**src/rtl/operand_loader_if.sv**
```systemverilog
`default_nettype none
// ============================================================================
//  Module   : operand_loader_if
//  Brief    : Operand switch/pushbutton inputs and captured operand outputs
//             of the operand loader, grouped as one bundle.
//  Revision : 1.0 - initial release
// ============================================================================
interface operand_loader_if;
  logic [7:0] SW;      // operand data switches
  logic       Load;    // raw pushbutton, active-low
  logic       Reload;  // qualifies a press in READY
  logic [7:0] A;       // first operand
  logic [7:0] B;       // second operand
  logic       S;       // mux select
  logic       Valid;   // both operands loaded
  logic [1:0] State;   // FSM encoding for LEDs

  // Board / stimulus side
  modport master (output SW, Load, Reload, input A, B, S, Valid, State);
  // Loader side
  modport slave  (input SW, Load, Reload, output A, B, S, Valid, State);
endinterface
`default_nettype wire

```
**src/rtl/operand_loader.sv**
```systemverilog
`default_nettype none
// ============================================================================
//  Module   : operand_loader
//  Brief    : Synchronizes and debounces an active-low pushbutton and, on each
//             press, steps a three-state FSM that captures two 8-bit operands
//             from switches and toggles the mux select.
//  Revision : 1.0 - initial release
// ============================================================================
module operand_loader #(
  parameter int DEBOUNCE_CYCLES = 4
) (
  input  wire logic      Clock,
  input  wire logic      Resetn,
  operand_loader_if.slave bus
);

  // Counter only needs to reach DEBOUNCE_CYCLES-1
  localparam int c_CNT_W = $clog2(DEBOUNCE_CYCLES);
  localparam logic [c_CNT_W-1:0] c_CNT_MAX = c_CNT_W'(DEBOUNCE_CYCLES - 1);

  // 2'b11 is listed so recovery from it is explicit in the next-state logic
  typedef enum logic [1:0] {
    WAIT_A  = 2'b00,
    WAIT_B  = 2'b01,
    READY   = 2'b10,
    ILLEGAL = 2'b11
  } state_t;

  logic               r_sync1;
  logic               r_sync2;
  logic               r_deb;
  logic               r_deb_d;
  logic [c_CNT_W-1:0] r_cnt;
  state_t             r_state;
  logic [7:0]         r_a;
  logic [7:0]         r_b;
  logic               r_s;
  logic               r_valid;

  logic               w_press;
  state_t             w_state_nxt;
  logic [7:0]         w_a_nxt;
  logic [7:0]         w_b_nxt;
  logic               w_s_nxt;

  // Two-flop synchronizer for the raw pushbutton; idles high (released)
  always_ff @(posedge Clock or negedge Resetn) begin
    if (!Resetn) begin
      r_sync1 <= 1'b1;
      r_sync2 <= 1'b1;
    end else begin
      r_sync1 <= bus.Load;
      r_sync2 <= r_sync1;
    end
  end

  // Debounce: accept a level change only after it has persisted long enough
  always_ff @(posedge Clock or negedge Resetn) begin
    if (!Resetn) begin
      r_deb   <= 1'b1;
      r_deb_d <= 1'b1;
      r_cnt   <= '0;
    end else begin
      r_deb_d <= r_deb;
      if (r_sync2 == r_deb) begin
        r_cnt <= '0;
      end else if (r_cnt == c_CNT_MAX) begin
        r_deb <= ~r_deb;
        r_cnt <= '0;
      end else begin
        r_cnt <= r_cnt + 1'b1;
      end
    end
  end

  // Falling edge of the debounced level is a press; release is ignored
  assign w_press = ~r_deb & r_deb_d;

  // Next state and operand/select updates; everything holds without a press
  always_comb begin
    w_state_nxt = r_state;
    w_a_nxt     = r_a;
    w_b_nxt     = r_b;
    w_s_nxt     = r_s;
    case (r_state)
      WAIT_A: begin
        if (w_press) begin
          w_a_nxt     = bus.SW;
          w_state_nxt = WAIT_B;
        end
      end
      WAIT_B: begin
        if (w_press) begin
          w_b_nxt     = bus.SW;
          w_state_nxt = READY;
        end
      end
      READY: begin
        if (w_press) begin
          if (bus.Reload) begin
            w_state_nxt = WAIT_A;
          end else begin
            w_s_nxt = ~r_s;
          end
        end
      end
      default: begin
        // Corrupted encoding: return to WAIT_A without touching operands
        w_state_nxt = WAIT_A;
      end
    endcase
  end

  // State, operand and Valid registers; Valid tracks the registered state
  always_ff @(posedge Clock or negedge Resetn) begin
    if (!Resetn) begin
      r_state <= WAIT_A;
      r_a     <= 8'h00;
      r_b     <= 8'h00;
      r_s     <= 1'b0;
      r_valid <= 1'b0;
    end else begin
      r_state <= w_state_nxt;
      r_a     <= w_a_nxt;
      r_b     <= w_b_nxt;
      r_s     <= w_s_nxt;
      r_valid <= (w_state_nxt == READY);
    end
  end

  assign bus.A     = r_a;
  assign bus.B     = r_b;
  assign bus.S     = r_s;
  assign bus.Valid = r_valid;
  assign bus.State = r_state;

endmodule
`default_nettype wire

```
**src/flat_wrapper.sv**
```systemverilog
// flat-port wrapper written by rule: the top's interface ports become plain ports
module operand_loader_flat 
#(
  parameter int DEBOUNCE_CYCLES = 4
)
  (Clock, Resetn, bus_SW, bus_Load, bus_Reload, bus_A, bus_B, bus_S, bus_Valid, bus_State);
  operand_loader_if bus_i ();
  input  wire logic Clock;
  input  wire logic Resetn;
  input wire logic [$bits(bus_i.SW)-1:0] bus_SW;
  input wire logic [$bits(bus_i.Load)-1:0] bus_Load;
  input wire logic [$bits(bus_i.Reload)-1:0] bus_Reload;
  output wire logic [$bits(bus_i.A)-1:0] bus_A;
  output wire logic [$bits(bus_i.B)-1:0] bus_B;
  output wire logic [$bits(bus_i.S)-1:0] bus_S;
  output wire logic [$bits(bus_i.Valid)-1:0] bus_Valid;
  output wire logic [$bits(bus_i.State)-1:0] bus_State;
  assign bus_i.SW = bus_SW;
  assign bus_i.Load = bus_Load;
  assign bus_i.Reload = bus_Reload;
  assign bus_A = bus_i.A;
  assign bus_B = bus_i.B;
  assign bus_S = bus_i.S;
  assign bus_Valid = bus_i.Valid;
  assign bus_State = bus_i.State;
  operand_loader #(.DEBOUNCE_CYCLES(DEBOUNCE_CYCLES)) u_core (.Clock(Clock), .Resetn(Resetn), .bus(bus_i));
endmodule
```
**config.mk**
```make
export PLATFORM = sky130hd
export DESIGN_NAME = operand_loader_flat
export DESIGN_NICKNAME = d
export VERILOG_FILES = /design/src/rtl/operand_loader_if.sv /design/src/rtl/operand_loader.sv /design/src/flat_wrapper.sv
export SDC_FILE = /design/constraint.sdc
export NUM_CORES = 1
export LEC_CHECK = 0
export ABC_AREA = 1
export BUFFER_PORTS_ARGS = -buffer_cell sky130_fd_sc_hd__buf_2
export CORE_AREA = 2 2 59 50
export CTS_CLUSTER_SIZE = 10
export DETAILED_ROUTE_END_ITERATION = 10
export DIE_AREA = 0 0 61 52
export PLACE_DENSITY = 0.76
export SLEW_MARGIN = 15
export SYNTH_ARGS = -nofsm -noshare
export SYNTH_HDL_FRONTEND = slang
export SYNTH_SLANG_ARGS = --single-unit
```
**constraint.sdc**
```tcl
create_clock -name Clock -period 1.18 [get_ports Clock]
set_input_delay 0.236 -clock Clock [delete_from_list [all_inputs] [get_ports Clock]]
set_output_delay 0.236 -clock Clock [all_outputs]
set_load 0.01 [all_outputs]
```
# --- Word-level counts from Yosys, hierarchy flattened ---
# Index checks and enable logic that the tools add are counted.
word_totals:
  register_bits: 26
  in_bits: 12
  output_inout_bits: 20
  elab_cells: 33
op_classes:
  n_addsub: 1
  eq_ne: 5
  muxes: 7
  bitwise_logic: 5
  reduce_logical: 5
op_table:
  columns: ["op", "n"]
  rows:
  - ["two-way mux 2 bit", 6]
  - ["== test 2 bit, second input constant", 3]
  - ["case mux 2 bit (3 select lines)", 1]
  - ["AND reduction 2 bit", 3]
  - ["inverter 1 bit", 4]
  - ["AND reduction 3 bit", 1]
  - ["adder 2 x 1 -> 2 bit, second input constant", 1]
  - ["== test 2 x 1 -> 1 bit, second input constant", 1]
  - ["zero test 2 bit", 1]
  - ["bitwise AND 1 bit", 1]
  - ["== test 1 bit", 1]

# --- Longest topological paths before layout ---
# Gate-level depths: netlist of the first run.
depth:
  word_depth: 5
  ltp_mapped: 6
  ltp_nobuf: 5

# --- Least setup slack after synthesis of the first run ---
# No wires, ideal clock.
synth_path:
  kind: "register to register"
  startpoint: "reg u_core.r_deb_d"
  endpoint: "reg u_core.r_a[6] (netlist: u_core.bus.A[6])"
  setup_ns: 0.118
  t_arrival_ns: 1.043
  required_time_ns: 1.062
  slack_ns: 0.019
  stages_incl_launch_ff: 7
  n_path_buf: 1
  synth_period_minus_slack_ns: 1.161
  path_cell_list: "dfstp_2 -> inv_1 -> nor2_4 -> nand2_4 -> buf_6 -> nand2_1 -> o21ai_2"
synth_via:
  elab_chain_cells: 2
synth_rtl:
  columns: ["item", "line_no", "text"]
  rows:
  - ["from (decl)", "operand_loader.sv:32", "logic r_deb_d;"]
  - ["from (signal assigned)", "operand_loader.sv:64", "r_deb_d <= r_deb;"]
  - ["bitwise AND 1 bit", "operand_loader.sv:77", "assign w_press = ~r_deb & r_deb_d;"]
  - ["AND reduction 2 bit (no line)", null, null]
  - ["to (signal assigned)", "operand_loader.sv:124", "r_a <= w_a_nxt;"]
  - ["to (decl)", "operand_loader.sv:35", "logic [7:0] r_a;"]
# Every way passes these cells.
# A chain may end at the register's enable or synchronous reset.

# --- Final worst setup path of the first run ---
layout_path:
  startpoint: "reg u_core.r_deb_d"
  endpoint: "reg u_core.r_a[0] (netlist: u_core.bus.A[0])"
# Same word-level chain as after synthesis.

==> results of run 1 <==
==> worst max-delay path: cells and delay by family (launching register included) <==
kind,cells,cell delay [ps]
DFF,1,560
and+or+nand+nor,3,280
buffers and inverters,2,180
AOI/OAI and AO/OA,1,50
==> state kept, by name (all words and copies together) (netlist names) <==
signal and flops:
u_core.r_cnt 2, u_core.r_sync1 1, u_core.bus.S 1, u_core.r_deb_d 1
u_core.bus.B 8, u_core.r_sync2 1, u_core.bus.A 8, u_core.bus.Valid 1
u_core.bus.State 2, u_core.r_deb 1
==> how the worst min path moves through the flow <==
stage	start	to	slack, ps	depth (start not counted)
detailed placement	Resetn	u_core.bus.Valid$_DFF_PN0_	270	1
global placement	Resetn	u_core.bus.S$_DFFE_PN0P_	250	1
global route	bus_SW[2]	u_core.bus.B[2]$_DFFE_PN0P_	170	3
finish	bus_Reload	u_core.bus.S$_DFFE_PN0P_	160	4
floorplan	Resetn	u_core.bus.A[0]$_DFFE_PN0P_	-60	0
CTS	bus_Reload	u_core.bus.S$_DFFE_PN0P_	170	4
==> power by group through the flow <==
| stage | clock [mW] | combinational, mW | sequential (mW) |
|---|---|---|---|
| 2_1_floorplan | 0 | 0.823 | 1.71 |
| 3_3_place_gp | 0 | 1.37 | 1.56 |
| 3_5_place_dp | 0 | 1.45 | 1.57 |
| 4_1_cts | 0.460 | 1.94 | 1.57 |
| 5_1_grt | 0.510 | 2.25 | 1.65 |
| 6_report | 0.459 | 2.06 | 1.59 |
==> stage by stage <==
stage | util [%] | hold slack [ps] | setup slack (ps)
4_1_cts | 55.43 | 168.7 | -2.126
3_5_place_dp | 47.87 | 266.0 | -20.06
6_report | 57.29 | 164.0 | 13.73
2_1_floorplan | - | -59.59 | 19.22
3_3_place_gp | 47.87 | 252.2 | 10.65
5_1_grt | 57.29 | 165.0 | -33.78
==> layer usage <==
metal  vias to the layer above  wire length [um]
met5                         -                 0
li1                        401                 -
met2                        26              1028
met4                         0                32
met3                         4               133
met1                       381              1069
==> kinds of logic (layout without fill, tap and decap cells) <==
| family | after synthesis | count (layout) | share of synthesized area (%) |
|---|---|---|---|
| fa+ha+maj | 1 | 1 | 1.167 |
| flops | 26 | 26 | 61.14 |
| compound gates | 18 | 18 | 14.00 |
| xor+xnor | 1 | 1 | 0.8170 |
| simple gates | 35 | 38 | 15.52 |
| buf+inv | 17 | 58 | 7.351 |
==> synth_stat cells, drive strengths merged <==
library cell / instances
dfstp: 4
nor2: 6
inv: 15
nand3: 3
buf: 2
o21ai: 18
nor3: 1
nand2: 25
xnor2: 1
dfrtp: 22
ha: 1
==> cell usage in the layout, fill, tap and decap left out, types with 2 or more instances in the layout <==
cell	Yosys	layout
buf_12	0	2
buf_2	0	29
buf_4	0	3
buf_6	2	3
clkbuf_4	0	3
dfrtp_1	22	20
dfrtp_2	0	2
dfstp_2	4	4
dlygate4sd3_1	0	2
inv_1	15	14
nand2_1	23	15
nand2_2	0	7
nand2_4	2	2
nand2_8	0	4
nand3_1	3	3
nor2_1	4	3
nor2_4	2	3
o21ai_0	2	2
o21ai_2	16	16
==> area by class of cell <==
class / instances / area [um^2] / share of cell area [%]
clock buffers: 4 / 36.28 / 2.421
inverters: 15 / 56.30 / 3.756
multi-input cells: 58 / 439.2 / 29.30
flip-flops and latches: 26 / 658.1 / 43.91
well taps: 38 / 47.55 / 3.172
repair buffers: 39 / 261.5 / 17.45
==> timing repair <==
action | 4_1_cts | 5_1_grt
hold endpoints to repair | 23 | 0
pin swaps | 5 | 2
setup endpoints to repair | 17 | 19
hold buffers | 2 | 0
gates cloned | 3 | 0
resized for setup | 12 | 9
buffers inserted | 4 | 2
==> results.md, run 1 <==
* Placed Area at approximately 1300 um^2
* Worst R2R End: u_core.bus.A[0]$_DFFE_PN0P_
* Post-DR wirelength/cell at around 13 um
* CTS tree: yes
* Cell area after synthesis at approximately 1100 um^2
* Critical path arrival at about 1400 ps
* DR DRC count at 0
* PD cells at 2739 nW/um^2
* CTS max path bufs at 2
* Cts bufs inserted at 3
* HP Class: input port to flop
* Max-cap viol count at 0
* Clock-pin slew on the worst setup and hold paths at between 100 and 150 ps
* Final Skew at 2.232 ps
* Clk root buf: clkbuf_4
* Vias in the first global route at 850
* Crit. Startpoint: u_core.r_deb_d$_DFF_PN1_
* Synth cell types at 14
* CP endpoint: u_core.bus.A[0]$_DFFE_PN0P_
* Fill count at ~240
* # diodes at 0
* Sink Count at 26
* Worst-path maximum fanout at 9
* Reg2reg setup slack at ~14 ps
* Fin nets at between 150 and 200
* Area leader, netlist: dfrtp_1
* Vias at about 810
* Initial Utilization at between 40% and 50%
* Worst-Skew Late Latency at about 320 ps
* Launch point of the worst reg-to-reg path: u_core.r_deb_d$_DFF_PN1_
* Seq/Total Area, Yosys at 61.14%
* GRT overflow at 0
* Final Hold Viols at 0
* Max Slew Vio Count at 0
* Die Ht at 52 um
* Routability Congestion at between 0.7 and 0.8
* Pre-antenna DRT Iters at 3
* Layout cells sized above 1 at 56.34%
* Peak supply drop at between 0.9 and 1 mV
* Routed Antenna Nets at 0
* Int Pwr at roughly 2.4 mW
* Area grow syn2layout at 39.79%
* CP cell instances: inv_2 -> nor2_4 -> buf_6 -> nand2_8 -> nand2_1 -> o21ai_2
* Critical path class: flop to flop
* GRT Total Usage at 16.94%
* CP max stage cell: dfstp_2
* Core area at between 2000 and 3000 um^2
* CP startpoint kind: flop
* Period minus WS final at roughly 1200 ps
* Slew margin rel. at 62.36%
* Initial antenna violation count at 0
* Sequential Power Share at between 30% and 40%
* Psw at 1.680 mW
* WL final at 2264 um
* First-pass GRT wire length at a little under 4000 um
* Die area at between 3000 and 4000 um^2
* GR Util met1 at approximately 22%
* Met3 Use GR at approximately 4.2%
* Ports at 32
* DIE WIDTH at a little over 60 um
* Sw frac at about two fifths
* GR peak layer: met2
* GR Util met2 at a little over a quarter
* Detailed placement HPWL at around 1500 um
* YS warnings at 0
* Post-layout instance area at around 1500 um^2
* Setup TNS at 0 ps
* Outcome: finished clean
* Placed Cells at 165
* Syn avg cell area at approximately 11 um^2
* Port Buffers at 31
* Initial DRC Count at 13
* R2R depth at 6
* DR vias/cell at ~4.5
* Fmax at 857.4 MHz
* CP Capture Type: flop
* Overall Power at 4.106 mW
* Setup violations, final at 0
* Slew @ Worst Pin at about 560 ps
* RSZ-0062 raised after global routing: true
* CP peak stage delay at 560 ps
* Final cell count without fillers at 180
* Tcrit/Tclk final at 98.84%
* Synth area leaders: dfrtp_1 (51%), o21ai_2 (13%), dfstp_2 (9.8%), nand2_1 (8.1%), inv_1 (5.3%)
* H-tree lvl count at 1
* Largest net degree at the start of global routing at 27
* Worst EP required at between 1000 and 1500 ps
* Leakage power at between 0.7 and 0.8 nW
* #FFs+latches synth at 26
* Clk pwr share at 11.2%
* Yosys top cell area share at between 50% and 60%
* Combinational power share at between 50% and 60%
* FP Rows at 17
* Syn Nets at around 110
* Synth Instances at between 90 and 100
Note: power is estimated with default switching activity, not from simulation.
==> run 2, diff against run 1 <==
SETUP_SLACK_MARGIN = 0.1   (was default)
==> results.md, run 2 (same netlist as run 1, synthesis figures left out) <==
* Clk root buf: clkbuf_4
* Vias at 849 (+4.6%)
* Most frequent cells in the layout: buf_2 (28), dfrtp_1 (22), nand2_1 (19)
* Fin nets at 166 (+6.4%)
* PD cells at 2695 nW/um^2 (-1.6%)
* Outcome: finished clean
* Die area at 3172 um^2 (unchanged)
* CTS tree: yes
* Peak supply drop at 1.245 mV (+33%)
* Most common cell after layout, fill and taps aside: buf_2
* Tcrit/Tclk final at 99.83% (+0.99 points)
* Critical path arrival at 1390 ps (about the same)
* CP peak stage delay at 560 ps (about the same)
* Max-cap viol count at 0 (unchanged)
* GRT overflow at 0 (unchanged)
* WL final at 2304 um (+1.8%)
* CTS max path bufs at 2 (unchanged)
* Setup violations, final at 0 (unchanged)
* Routability Congestion at 0.7513 (+5.6%)
* RSZ-0062 raised after global routing: true
* Post-DR wirelength/cell at 12.19 um (-3.1%)
* Cts bufs inserted at 3 (unchanged)
* Die Ht at 52 um (unchanged)
* Area grow syn2layout at 40.49%
* Routed Antenna Nets at 0 (unchanged)
* Sink Count at 26 (unchanged)
* H-tree lvl count at 1 (unchanged)
* CP max stage cell: dfstp_2
* Worst-path maximum fanout at 9 (unchanged)
* Clock-pin slew on the worst setup and hold paths at 130 ps (about the same)
* Worst EP required at 1390 ps (-30 ps)
* Fill count at 240 (-1.6%)
* Core area at 2616 um^2 (unchanged)
* Delay-heaviest family, CP: flip-flops
* Port Buffers at 31 (unchanged)
* Fmax at 848.9 MHz (-0.99%)
* CP startpoint kind: flop
* Final Skew at 3.448 ps (+1.217 ps)
* Leakage power at 0.7952 nW (+5.2%)
* Initial DRC Count at 44 (+31)
* Buf+Inv Stages, Crit Path at 2 (unchanged)
* Pre-antenna DRT Iters at 4 (+1)
* Overall Power at 4.060 mW (-1.1%)
* Slew margin rel. at 61.88% (-0.49 points)
* Detailed placement HPWL at 1431 um (-2.2%)
* DIE WIDTH at 61 um (unchanged)
* DR vias/cell at 4.492 (-0.42%)
* Ports at 32 (unchanged)
* DR DRC count at 0 (unchanged)
* Layout cells sized above 1 at 54.97% (-1.4 points)
* Final Hold Viols at 0 (unchanged)
* First-pass GRT wire length at 3594 um (-7.1%)
* GRT Total Usage at 15.51% (-1.4 points)
* FP Rows at 17 (unchanged)
* HP Class: input port to flop
* Critical path class: flop to flop
* CP Capture Type: flop
* Max Slew Vio Count at 0 (unchanged)
* Final Core Density at 57.58% (+0.29 points)
* Vias in the first global route at 777 (-8.6%)
* # diodes at 0 (unchanged)
* Largest net degree at the start of global routing at 27 (unchanged)
* Initial Utilization at 40.99% (unchanged)
* Initial antenna violation count at 0 (unchanged)
* Period minus WS final at 1178 ps (+11.70 ps)
* Worst-Skew Late Latency at 310 ps (about the same)
* Slew @ Worst Pin at 571.9 ps (+7.290 ps)
* CP cell instances: inv_2 -> nor2_4 -> buf_4 -> nand2_8 -> nand2_1 -> o21ai_2
[run 2: where the power goes]
| group | internal, mW | switching [mW] |
|---|---|---|
| Clock | 0.119 | 0.238 |
| Sequential | 1.31 | 0.248 |
| Combinational | 1.03 | 1.12 |
| Total | 2.46 | 1.60 |
[run 2: per-stage QoR]
stage	setup WS, ps	std cells	hold slack, ps	area, um^2	TNS, ps
5_1_grt	-48.18	189	172.1	1506	-542.1
2_1_floorplan	21.25	98	-59.59	1082	0
3_3_place_gp	-6.476	165	256.2	1255	-29.64
6_report	2.028	189	175.4	1506	0
4_1_cts	11.28	181	0.8216	1399	0
3_5_place_dp	-44.66	165	264.8	1255	-289.5
[run 2: final timing paths]
| kind | end | slack (ps) | from | cells after the start |
|---|---|---|---|---|
| min in group asynchronous | u_core.bus.B[3]$_DFFE_PN0P_ | 440 | Resetn | 2 |
| max reg2reg | u_core.bus.A[5]$_DFFE_PN0P_ | 2 | u_core.r_deb_d$_DFF_PN1_ | 6 |
| max in group asynchronous | u_core.r_deb_d$_DFF_PN1_ | 360 | Resetn | 2 |
| min | u_core.bus.B[6]$_DFFE_PN0P_ | 180 | bus_SW[6] | 3 |
| max | u_core.bus.A[5]$_DFFE_PN0P_ | 2 | u_core.r_deb_d$_DFF_PN1_ | 6 |
| min reg2reg | u_core.r_sync2$_DFF_PN1_ | 370 | u_core.r_sync1$_DFF_PN1_ | 0 |
[run 2: worst reg2reg max path, stage by stage, from the launching register on]
cell and delay (ps):
dfstp_2 560, inv_2 40, nor2_4 80, buf_4 160, nand2_8 80, nand2_1 100, o21ai_2 50
[run 2: area by class of cell]
cell class	instances	area, um^2	share of cell area (%)
Tap cell	38	47.55	3.156
Inverter	15	56.30	3.738
Timing Repair Buffer	50	325.3	21.59
Clock buffer	3	22.52	1.495
Multi-Input combinational cell	57	399.1	26.50
Sequential cell	26	655.6	43.52
[run 2: what timing repair did]
item                                   in CTS  in global routing
gates cloned                                1                  1
buffers inserted                           11                  6
endpoints found under the hold margin      22                  1
pin swaps                                   2                  2
hold buffers                                1                  1
gates resized for setup                     2                 10
setup endpoints to repair                  38                 40
[run 2: metal layers]
| metal | global-route usage, % | share of wire [%] | up-vias |
|---|---|---|---|
| li1 | - | - | 412 |
| met1 | 20.00 | 44 | 406 |
| met2 | 26.70 | 50 | 31 |
| met3 | 4.726 | 5.9 | 0 |
| met4 | 1.087 | 0 | 0 |
| met5 | 0 | 0 | - |
==> run 3, diff against run 2 <==
CORE_AREA = 4 4 61 52   (was 2 2 59 50)
DIE_AREA = 0 0 65 56   (was 0 0 61 52)
==> results.md, run 3 (same netlist as run 1, synthesis figures left out) <==
* Max Slew Vio Count at 0 (unchanged)
* RSZ-0062 raised after global routing: true
* DR vias/cell at 4.413 (-1.8%)
* Leakage power at 0.8076 nW (+1.6%)
* Critical path class: flop to flop
* PD cells at 2705 nW/um^2 (+0.38%)
* DIE WIDTH at 65 um (+6.6%)
* Most frequent cells in the layout: buf_2 (27), dfrtp_1 (21), buf_4 (17)
* Fill count at 234 (-2.5%)
* Critical path arrival at 1410 ps (+20 ps)
* Placed Cells at 165 (unchanged)
* Peak supply drop at 1.198 mV (-3.8%)
* First-pass GRT wire length at 3836 um (+6.7%)
* GR Util met2 at 20.99% (-5.7 points)
* Max-cap viol count at 0 (unchanged)
* Initial antenna violation count at 0 (unchanged)
* Post-layout instance area at 1540 um^2 (+2.2%)
* Vias at 834 (-1.8%)
* FP Rows at 17 (unchanged)
* GR Util met1 at 17.94% (-2.1 points)
* WL final at 2246 um (-2.5%)
* Detailed placement HPWL at 1444 um (+0.90%)
* Period minus WS final at 1195 ps (+16.94 ps)
* Area grow syn2layout at 43.64%
* H-tree lvl count at 1 (unchanged)
* Worst-Skew Late Latency at 310 ps (about the same)
* Setup TNS at -51.82 ps (-51.82 ps)
* Slew margin rel. at 61.56% (-0.32 points)
* GR peak layer: met2
* CP Capture Type: flop
* Routed Antenna Nets at 0 (unchanged)
* Routability Congestion at 0.7868 (+4.7%)
* Worst-path maximum fanout at 17 (+8)
* Largest net degree at the start of global routing at 27 (unchanged)
* Core area at 2616 um^2 (unchanged)
* Clk root buf: clkbuf_4
* DR DRC count at 0 (unchanged)
* Ports at 32 (unchanged)
* Cts bufs inserted at 3 (unchanged)
* Pre-antenna DRT Iters at 4 (unchanged)
* Initial Utilization at 40.99% (unchanged)
* Vias in the first global route at 817 (+5.1%)
* Setup slack after layout at -14.91 ps (-16.94 ps)
* Die area at 3640 um^2 (+15%)
* GRT overflow at 0 (unchanged)
* Overall Power at 4.167 mW (+2.6%)
* Worst EP required at 1400 ps (about the same)
* # diodes at 0 (unchanged)
* Final Skew at 1.522 ps (-1.926 ps)
* Fmax at 836.9 MHz (-1.4%)
* Die Ht at 56 um (+7.7%)
* Tcrit/Tclk final at 101.3% (+1.4 points)
* Layout cells sized above 1 at 60.93% (+6.0 points)
* Port Buffers at 31 (unchanged)
* CTS max path bufs at 2 (unchanged)
* Placed Area at 1255 um^2 (unchanged)
* Final Hold Viols at 0 (unchanged)
* Met3 Use GR at 5.051% (+0.32 points)
* Most common cell after layout, fill and taps aside: buf_2
* Initial DRC Count at 36 (-18%)
* GRT Total Usage at 13.12% (-2.4 points)
* Setup violations, final at 7 (+7)
* CP startpoint kind: flop
* CTS tree: yes
* Post-DR wirelength/cell at 11.88 um (-2.5%)
* Outcome: finished, violations left
* Violated checks: setup timing
* Clock-pin slew on the worst setup and hold paths at 130 ps (about the same)
* HP Class: input port to flop
* Fin nets at 166 (unchanged)
* Worst hold slack at 176.1 ps (+0.6920 ps)
* Sink Count at 26 (unchanged)
* Slew @ Worst Pin at 576.7 ps (+4.792 ps)
* Final cell count without fillers at 189 (unchanged)
[run 3: path summary, 6_finish.rpt]
kind                                                 end  cells after the start  slack (ps)                      from
setup / recovery             u_core.bus.A[3]$_DFFE_PN0P_                      6         -10  u_core.r_deb_d$_DFF_PN1_
hold / removal               u_core.bus.B[6]$_DFFE_PN0P_                      3         180                 bus_SW[6]
setup reg to reg             u_core.bus.A[3]$_DFFE_PN0P_                      6         -10  u_core.r_deb_d$_DFF_PN1_
hold reg to reg                 u_core.r_sync2$_DFF_PN1_                      0         370  u_core.r_sync1$_DFF_PN1_
max in group asynchronous  u_core.bus.State[1]$_DFF_PN0_                      2         340                    Resetn
min in group asynchronous       u_core.bus.S$_DFFE_PN0P_                      2         430                    Resetn
[run 3: worst max-delay path, cell delays in order (launching register included)]
cell	delay (ps)
dfstp_2	560
inv_2	40
nor2_4	90
buf_12	140
nand2_8	110
nand2_1	100
o21ai_2	50
[run 3: layout make-up]
| type | count | area [um^2] | share of cell area [%] |
|---|---|---|---|
| Sequential cell | 26 | 656.9 | 42.65 |
| Multi-Input combinational cell | 56 | 409.1 | 26.56 |
| Timing Repair Buffer | 51 | 347.8 | 22.58 |
| Inverter | 15 | 56.30 | 3.656 |
| Tap cell | 38 | 47.55 | 3.087 |
| Clock buffer | 3 | 22.52 | 1.462 |
[run 3: per-layer routing]
layer,share of wire (%),up-vias
met5,0,-
met4,0,0
met3,8.3,0
met2,46,30
met1,46,392
li1,-,412
[run 3: per-stage QoR]
stage                     utilization [%]  worst slack [ps]
after detailed placement            47.97            -44.38
after global routing                58.87            -78.24
after CTS                           54.33            -1.460
after global placement              47.97             1.123
after floorplan                         -             21.25
final                               58.87            -14.91
[run 3: timing repair]
item | 4_1_cts | 5_1_grt
hold buffers | 2 | 0
pin swaps | 2 | 0
buffers inserted | 8 | 10
endpoints found under the setup margin | 38 | 40
gates resized for setup | 10 | 11
gates cloned | 1 | 0
hold endpoints to repair | 23 | 0
[run 3: power breakdown]
group / internal (mW) / switching [mW]
registers: 1.31 / 0.266
logic: 1.13 / 1.10
clock network: 0.119 / 0.248
